<file path="config.mk">
export PLATFORM = sky130hd
export DESIGN_NAME = hero_bus_arb_flat
export DESIGN_NICKNAME = d
export VERILOG_FILES = /design/src/rtl/hero_bus_arb_if.sv /design/src/rtl/hero_bus_arb.sv /design/src/flat_wrapper.sv
export SDC_FILE = /design/constraint.sdc
export NUM_CORES = 1
export LEC_CHECK = 0
export BUFFER_PORTS_ARGS = -buffer_cell sky130_fd_sc_hd__buf_2
export CORE_MARGIN = 4
export CORE_UTILIZATION = 30
export DETAILED_ROUTE_END_ITERATION = 6
export MAX_ROUTING_LAYER = met4
export PLACE_DENSITY_LB_ADDON = 0.15
export SYNTH_ARGS = -nofsm -noshare
export SYNTH_HDL_FRONTEND = slang
export SYNTH_SLANG_ARGS = --single-unit
</file>
<file path="constraint.sdc">
create_clock -name clk -period 2.2 [get_ports clk]
set_input_delay 0.11 -clock clk [delete_from_list [all_inputs] [get_ports clk]]
set_output_delay 0.11 -clock clk [all_outputs]
set_load 0.1 [all_outputs]
</file>
<file path="src/rtl/hero_bus_arb_if.sv">
// Hero write-bus arbiter interface: requester handshake plus the shared bus beats.
// The master modport is the arbiter side and the slave modport is the requester/sink side.
interface hero_bus_arb_if #(
    parameter int NUM_REQ    = 4,
    parameter int HERO_WIDTH = 36
);
    localparam int GW = $clog2(NUM_REQ);

    logic [NUM_REQ-1:0]            req_valid;
    logic [NUM_REQ-1:0]            req_last;
    logic [NUM_REQ*HERO_WIDTH-1:0] req_wdat;
    logic [NUM_REQ-1:0]            req_ready;
    logic [3:0]                    hero_cycle_type;
    logic [HERO_WIDTH-1:0]         hero_wdat;
    logic                          hero_clk_en;
    logic [GW-1:0]                 grant_id;
    logic                          busy;
    logic                          trunc_err;

    modport master (
        input  req_valid, req_last, req_wdat,
        output req_ready, hero_cycle_type, hero_wdat, hero_clk_en,
               grant_id, busy, trunc_err
    );

    modport slave (
        output req_valid, req_last, req_wdat,
        input  req_ready, hero_cycle_type, hero_wdat, hero_clk_en,
               grant_id, busy, trunc_err
    );
endinterface

</file>
<file path="src/rtl/hero_bus_arb.sv">
// Round-robin arbiter sharing one hero write bus among NUM_REQ requesters.
// A grant covers a whole transaction: VALID beats followed by one DONE beat,
// with transactions cut at MAX_BEATS (trunc_err pulses with the forced DONE).
// Bus outputs are registered, so a beat accepted in cycle N is driven in N+1.
// Optional feature: define HERO_ARB_STATS_EN to add the 16-bit txn_cnt output,
// which counts every DONE beat driven (truncations included) and wraps.
module hero_bus_arb #(
    parameter int NUM_REQ    = 4,
    parameter int HERO_WIDTH = 36,
    parameter int MAX_BEATS  = 16
) (
    input  logic                  clk,
    input  logic                  rst_n,
    hero_bus_arb_if.master        bus
`ifdef HERO_ARB_STATS_EN
    ,
    output logic [15:0]           txn_cnt
`endif
);
    localparam int GW = $clog2(NUM_REQ);
    localparam int CW = $clog2(MAX_BEATS + 1);

    localparam logic [3:0] CT_IDLE  = 4'd0;
    localparam logic [3:0] CT_VALID = 4'd1;
    localparam logic [3:0] CT_DONE  = 4'd2;

    typedef enum logic {ARB, BURST} state_t;

    state_t                state;
    logic [GW-1:0]         rr_ptr;
    logic [GW-1:0]         grant;
    logic [CW-1:0]         beat_cnt;
    logic [3:0]            cycle_type_q;
    logic [HERO_WIDTH-1:0] wdat_q;
    logic                  clk_en_q;
    logic                  trunc_q;

    logic [GW:0]           pick;
    logic [GW-1:0]         sel;
    logic                  acc;
    logic                  sel_last;
    logic [HERO_WIDTH-1:0] sel_wdat;
    logic                  at_limit;
    logic                  end_txn;
    logic [NUM_REQ-1:0]    ready;

    // Round-robin search starting just after ptr; returns {found, index}.
    function automatic logic [GW:0] rr_pick(input logic [NUM_REQ-1:0] v,
                                            input logic [GW-1:0] ptr);
        logic          found;
        logic [GW-1:0] idx;
        logic [GW-1:0] cand;
        int            k;
        found = 1'b0;
        idx   = '0;
        for (int i = 1; i <= NUM_REQ; i++) begin
            k    = (int'(ptr) + i) % NUM_REQ;
            cand = GW'(k);
            if (!found && v[cand]) begin
                found = 1'b1;
                idx   = cand;
            end
        end
        return {found, idx};
    endfunction

    // Select the requester whose beat is accepted this cycle and mux its beat.
    always_comb begin
        pick     = rr_pick(bus.req_valid, rr_ptr);
        sel      = (state == ARB) ? pick[GW-1:0] : grant;
        acc      = (state == ARB) ? pick[GW] : bus.req_valid[grant];
        sel_last = 1'b0;
        sel_wdat = '0;
        ready    = '0;
        for (int i = 0; i < NUM_REQ; i++) begin
            if (sel == GW'(i)) begin
                sel_last = bus.req_last[i];
                sel_wdat = bus.req_wdat[i*HERO_WIDTH +: HERO_WIDTH];
                ready[i] = acc;
            end
        end
        at_limit = (state == BURST) && (beat_cnt == CW'(MAX_BEATS - 1));
        end_txn  = sel_last || at_limit;
    end

    assign bus.req_ready       = ready;
    assign bus.hero_cycle_type = cycle_type_q;
    assign bus.hero_wdat       = wdat_q;
    assign bus.hero_clk_en     = clk_en_q;
    assign bus.grant_id        = grant;
    assign bus.busy            = (state == BURST);
    assign bus.trunc_err       = trunc_q;

    // Arbitration FSM and registered bus beat; reset aborts any burst silently.
    always_ff @(posedge clk or negedge rst_n) begin
        if (!rst_n) begin
            state        <= ARB;
            rr_ptr       <= GW'(NUM_REQ - 1);
            grant        <= '0;
            beat_cnt     <= '0;
            cycle_type_q <= CT_IDLE;
            wdat_q       <= '0;
            clk_en_q     <= 1'b0;
            trunc_q      <= 1'b0;
`ifdef HERO_ARB_STATS_EN
            txn_cnt      <= '0;
`endif
        end else begin
            trunc_q <= 1'b0;
            if (acc) begin
                grant    <= sel;
                wdat_q   <= sel_wdat;
                clk_en_q <= 1'b1;
                if (end_txn) begin
                    cycle_type_q <= CT_DONE;
                    trunc_q      <= !sel_last;
                    rr_ptr       <= sel;
                    beat_cnt     <= '0;
                    state        <= ARB;
`ifdef HERO_ARB_STATS_EN
                    txn_cnt      <= txn_cnt + 16'd1;
`endif
                end else begin
                    cycle_type_q <= CT_VALID;
                    beat_cnt     <= beat_cnt + CW'(1);
                    state        <= BURST;
                end
            end else begin
                cycle_type_q <= CT_IDLE;
                wdat_q       <= '0;
                clk_en_q     <= 1'b0;
            end
        end
    end
endmodule
</file>
<file path="src/flat_wrapper.sv">
// flat-port wrapper written by rule: the top's interface ports become plain ports
module hero_bus_arb_flat 
#(
    parameter int NUM_REQ    = 4,
    parameter int HERO_WIDTH = 36,
    parameter int MAX_BEATS  = 16
)
  (clk, rst_n, bus_req_valid, bus_req_last, bus_req_wdat, bus_req_ready, bus_hero_cycle_type, bus_hero_wdat, bus_hero_clk_en, bus_grant_id, bus_busy, bus_trunc_err);
  hero_bus_arb_if #(.NUM_REQ(NUM_REQ), .HERO_WIDTH(HERO_WIDTH)) bus_i ();
  input  logic clk;
  input  logic rst_n;
  input wire logic [$bits(bus_i.req_valid)-1:0] bus_req_valid;
  input wire logic [$bits(bus_i.req_last)-1:0] bus_req_last;
  input wire logic [$bits(bus_i.req_wdat)-1:0] bus_req_wdat;
  output wire logic [$bits(bus_i.req_ready)-1:0] bus_req_ready;
  output wire logic [$bits(bus_i.hero_cycle_type)-1:0] bus_hero_cycle_type;
  output wire logic [$bits(bus_i.hero_wdat)-1:0] bus_hero_wdat;
  output wire logic [$bits(bus_i.hero_clk_en)-1:0] bus_hero_clk_en;
  output wire logic [$bits(bus_i.grant_id)-1:0] bus_grant_id;
  output wire logic [$bits(bus_i.busy)-1:0] bus_busy;
  output wire logic [$bits(bus_i.trunc_err)-1:0] bus_trunc_err;
  assign bus_i.req_valid = bus_req_valid;
  assign bus_i.req_last = bus_req_last;
  assign bus_i.req_wdat = bus_req_wdat;
  assign bus_req_ready = bus_i.req_ready;
  assign bus_hero_cycle_type = bus_i.hero_cycle_type;
  assign bus_hero_wdat = bus_i.hero_wdat;
  assign bus_hero_clk_en = bus_i.hero_clk_en;
  assign bus_grant_id = bus_i.grant_id;
  assign bus_busy = bus_i.busy;
  assign bus_trunc_err = bus_i.trunc_err;
  hero_bus_arb #(.NUM_REQ(NUM_REQ), .HERO_WIDTH(HERO_WIDTH), .MAX_BEATS(MAX_BEATS)) u_core (.clk(clk), .rst_n(rst_n), .bus(bus_i));
endmodule
</file>
==> flow_metrics.py <==
metrics = {
    "status": {
        "status": "finished with violations",
        "violations": "setup timing",
    },
    "worst_setup_path": {
        "rr_worst_depth": 6,
        "cp.arrival_ns": 2.55,
        "critical-path-max-stage-delay_ns": 0.64,
        "critPathLaunchType": "flop",
        "cp_cell_sequence": "o221ai_2, a211o_4, o21ai_4, mux4_2, nor3_4, mux2_4",
        "slowest_stage": "mux4_2",
        "crit_fanout": 6,
        "crit_required_ns": 2.44,
        "criticalPathCategory": "reg2reg",
        "endpoint_kind": "flop",
    },
    "placed_design": {
        "finalWeightedCongestion": 0.7508,
        "place_hpwl_um": 7188,
        "io_buffers": 200,
    },
    "floorplanning": {
        "die_area_um2": 11070,
        "die_w_um": 105.2,
        "core_area_um2": 9240,
        "ioPinCount": 203,
        "initial_utilization_pct": 30.70,
        "rows": 35,
        "die_y_um": 105.2,
    },
    "synth": {
        "ys_warn_count": 0,
        "ys_seq_elements": 50,
        "synth_cell_types": 38,
        "synth_largest_area_cell": "dfrtp_1",
        "syn_area_um2": 2836,
        "synth_edf_count": 0,
        "ys_seq_area_share_pct": 44.20,
        "synthTopCellsByArea": "dfrtp_1, mux4_2, and2_1",
        "synthArstFlopShare_pct": 100.0,
        "avgSynthCellArea_um2": 13.64,
        "synth_top_area_share_pct": 42.35,
        "synth_cells": 208,
        "synth-main-ff-cell": "dfrtp_1",
    },
    "sta": {
        "setup_slack_ns": -0.1096,
        "clock_skew_ns": 0.004230,
        "worstMarginPinSlew_ns": 0.5617,
        "holdWs_ns": 0.1959,
        "setup-violations-final": 38,
        "max_freq_mhz": 433.0,
        "maxSlewHeadroom_pct": 62.55,
        "period_share_pct": 105.0,
        "hold_violations": 0,
        "rsz0062_at_grt": "yes",
        "period_needed_ns": 2.310,
        "drv_slew": 0,
    },
    "global_route": {
        "grt_max_degree": 29,
        "grt_pass1_wl_um": 12920,
        "grt_usage_pct": 15.25,
        "grt_pass1_vias": 2590,
        "grt-ovfl-total": 0,
        "grt_antenna_before_repair": 1,
    },
    "clocking": {
        "cts_inserted_buffers": 5,
        "root_buffer": "clkbuf_8",
        "clk_latency_ns": 0.29,
        "cts_tree": "done",
        "clock_path_buffers": 2,
        "clk_pin_slew_ns": 0.09,
        "htreeDepth": 2,
        "cts.sinks": 50,
    },
    "routing": {
        "ant_nets": 0,
        "drc_errors": 0,
        "wire_per_inst_um": 15.68,
        "drt-initial-drc-count": 64,
        "num_vias": 2534,
        "wl_um": 8749,
        "via_per_inst": 4.541,
        "first_pass_iters": 6,
    },
    "cells_and_area": {
        "drive_above_1_share_pct": 73.83,
        "seq_area_um2": 1262,
        "area_growth_pct": 62.51,
        "fill_cells": 865,
        "final_common_cell": "buf_2",
        "multi_input_area_um2": 1630,
        "nNetsFinal": 583,
        "final_cell_mix": "buf_2, dfrtp_1, mux4_2",
    },
    "min_path": {
        "min_path_type": "in2reg",
        "whs_path_depth": 4,
    },
    "run": {
        "maxCapViolations": 0,
    },
}
-- through the flow --
stage / worst slack (ns) / util, % / TNS (ns) / cell area (µm²) / cells
2_1_floorplan: -0.1943 / - / -2.795 / 2943 / 209
6_report: -0.1096 / 49.88 / -1.558 / 4609 / 558
3_3_place_gp: -0.03475 / 45.85 / -0.5330 / 4237 / 540
3_5_place_dp: -0.06185 / 45.85 / -1.177 / 4237 / 540
4_1_cts: -0.06649 / 47.88 / -1.255 / 4424 / 551
5_1_grt: -0.2067 / 49.88 / -4.673 / 4609 / 558
-- worst max-delay path, delay by kind of cell (launching register included) --
family          cells  cell delay, ns
flops               1            0.58
compound gates      3            0.55
simple gates        1            0.29
mux                 2            0.83
-- synthesized netlist by cell type (2+ instances only) --
| master | n |
|---|---|
| mux4_2 | 37 |
| clkbuf_1 | 6 |
| buf_4 | 6 |
| nor2_1 | 7 |
| buf_1 | 3 |
| ha_1 | 2 |
| a21oi_1 | 2 |
| inv_1 | 7 |
| nor3_1 | 2 |
| and3_1 | 2 |
| dfrtp_1 | 48 |
| and2_1 | 36 |
| a211oi_1 | 2 |
| dfstp_2 | 2 |
| o31ai_1 | 2 |
| mux2_2 | 2 |
| o21ai_0 | 7 |
| nand2_1 | 13 |
| o221ai_1 | 2 |
| mux2i_1 | 2 |
-- state kept, by name, indices dropped and copies added (netlist names) --
signal,cells
u_core.bus.hero_wdat,36
u_core.beat_cnt,5
u_core.bus.grant_id,2
u_core.bus.hero_cycle_type,2
u_core.rr_ptr,2
u_core.bus.busy,1
u_core.bus.hero_clk_en,1
u_core.bus.trunc_err,1
-- layout make-up --
class                           instances  area share [%]
Antenna cell                            1         0.05429
Clock buffer                            7           1.873
Clock inverter                          1          0.1086
Inverter                                8          0.6515
Multi-Input combinational cell        135           35.37
Sequential cell                        50           27.39
Tap cell                              129           3.502
Timing Repair Buffer                  227           31.05
-- path summary, 6_finish.rpt --
kind | slack, ns | from | to
worst max-delay path | -0.11 | u_core.rr_ptr[0]$_DFFE_PN1P_ | u_core.beat_cnt[0]$_DFFE_PN0P_
worst min-delay path | 0.20 | bus_req_last[0] | u_core.rr_ptr[1]$_DFFE_PN1P_
worst max register to register | -0.11 | u_core.rr_ptr[0]$_DFFE_PN1P_ | u_core.beat_cnt[0]$_DFFE_PN0P_
worst min register to register | 0.49 | u_core.beat_cnt[4]$_DFFE_PN0P_ | u_core.beat_cnt[4]$_DFFE_PN0P_
max in group asynchronous | 1.32 | rst_n | u_core.bus.hero_wdat[27]$_DFF_PN0_
min in group asynchronous | 0.33 | rst_n | u_core.bus.hero_wdat[31]$_DFF_PN0_
-- layer usage --
| layer | global-route usage [%] | vias to the layer above | share of wire [%] |
|---|---|---|---|
| met5 | - | - | 0 |
| met4 | 4.499 | 0 | 1.3 |
| met3 | 3.062 | 9 | 6.7 |
| met2 | 26.55 | 114 | 54 |
| met1 | 17.85 | 1204 | 38 |
| li1 | - | 1207 | - |
-- logic make-up (layout without fill, tap and decap cells) --
kind of cell / count (synthesis) / count (layout) / synth area share, %
adders and majority gates: 2 / 2 / 0.8821
other: 1 / 3 / 0.1322
AOI/OAI and AO/OA: 23 / 23 / 5.911
buffers and inverters: 24 / 243 / 4.014
DFF: 50 / 50 / 44.20
muxes: 42 / 42 / 31.80
and+or+nand+nor: 66 / 66 / 13.06
-- repair_timing --
action                                 in CTS  in global routing
resized for setup                          19                 24
pin swaps                                   8                  4
endpoints found under the hold margin      20                  0
cloned                                      0                  2
setup endpoints to repair                  42                 47
buffers inserted                            2                  4
hold buffers                                1                  0
Power is not shown: default switching activity piles up to over one toggle a cycle in this logic, so the estimate is an artifact.
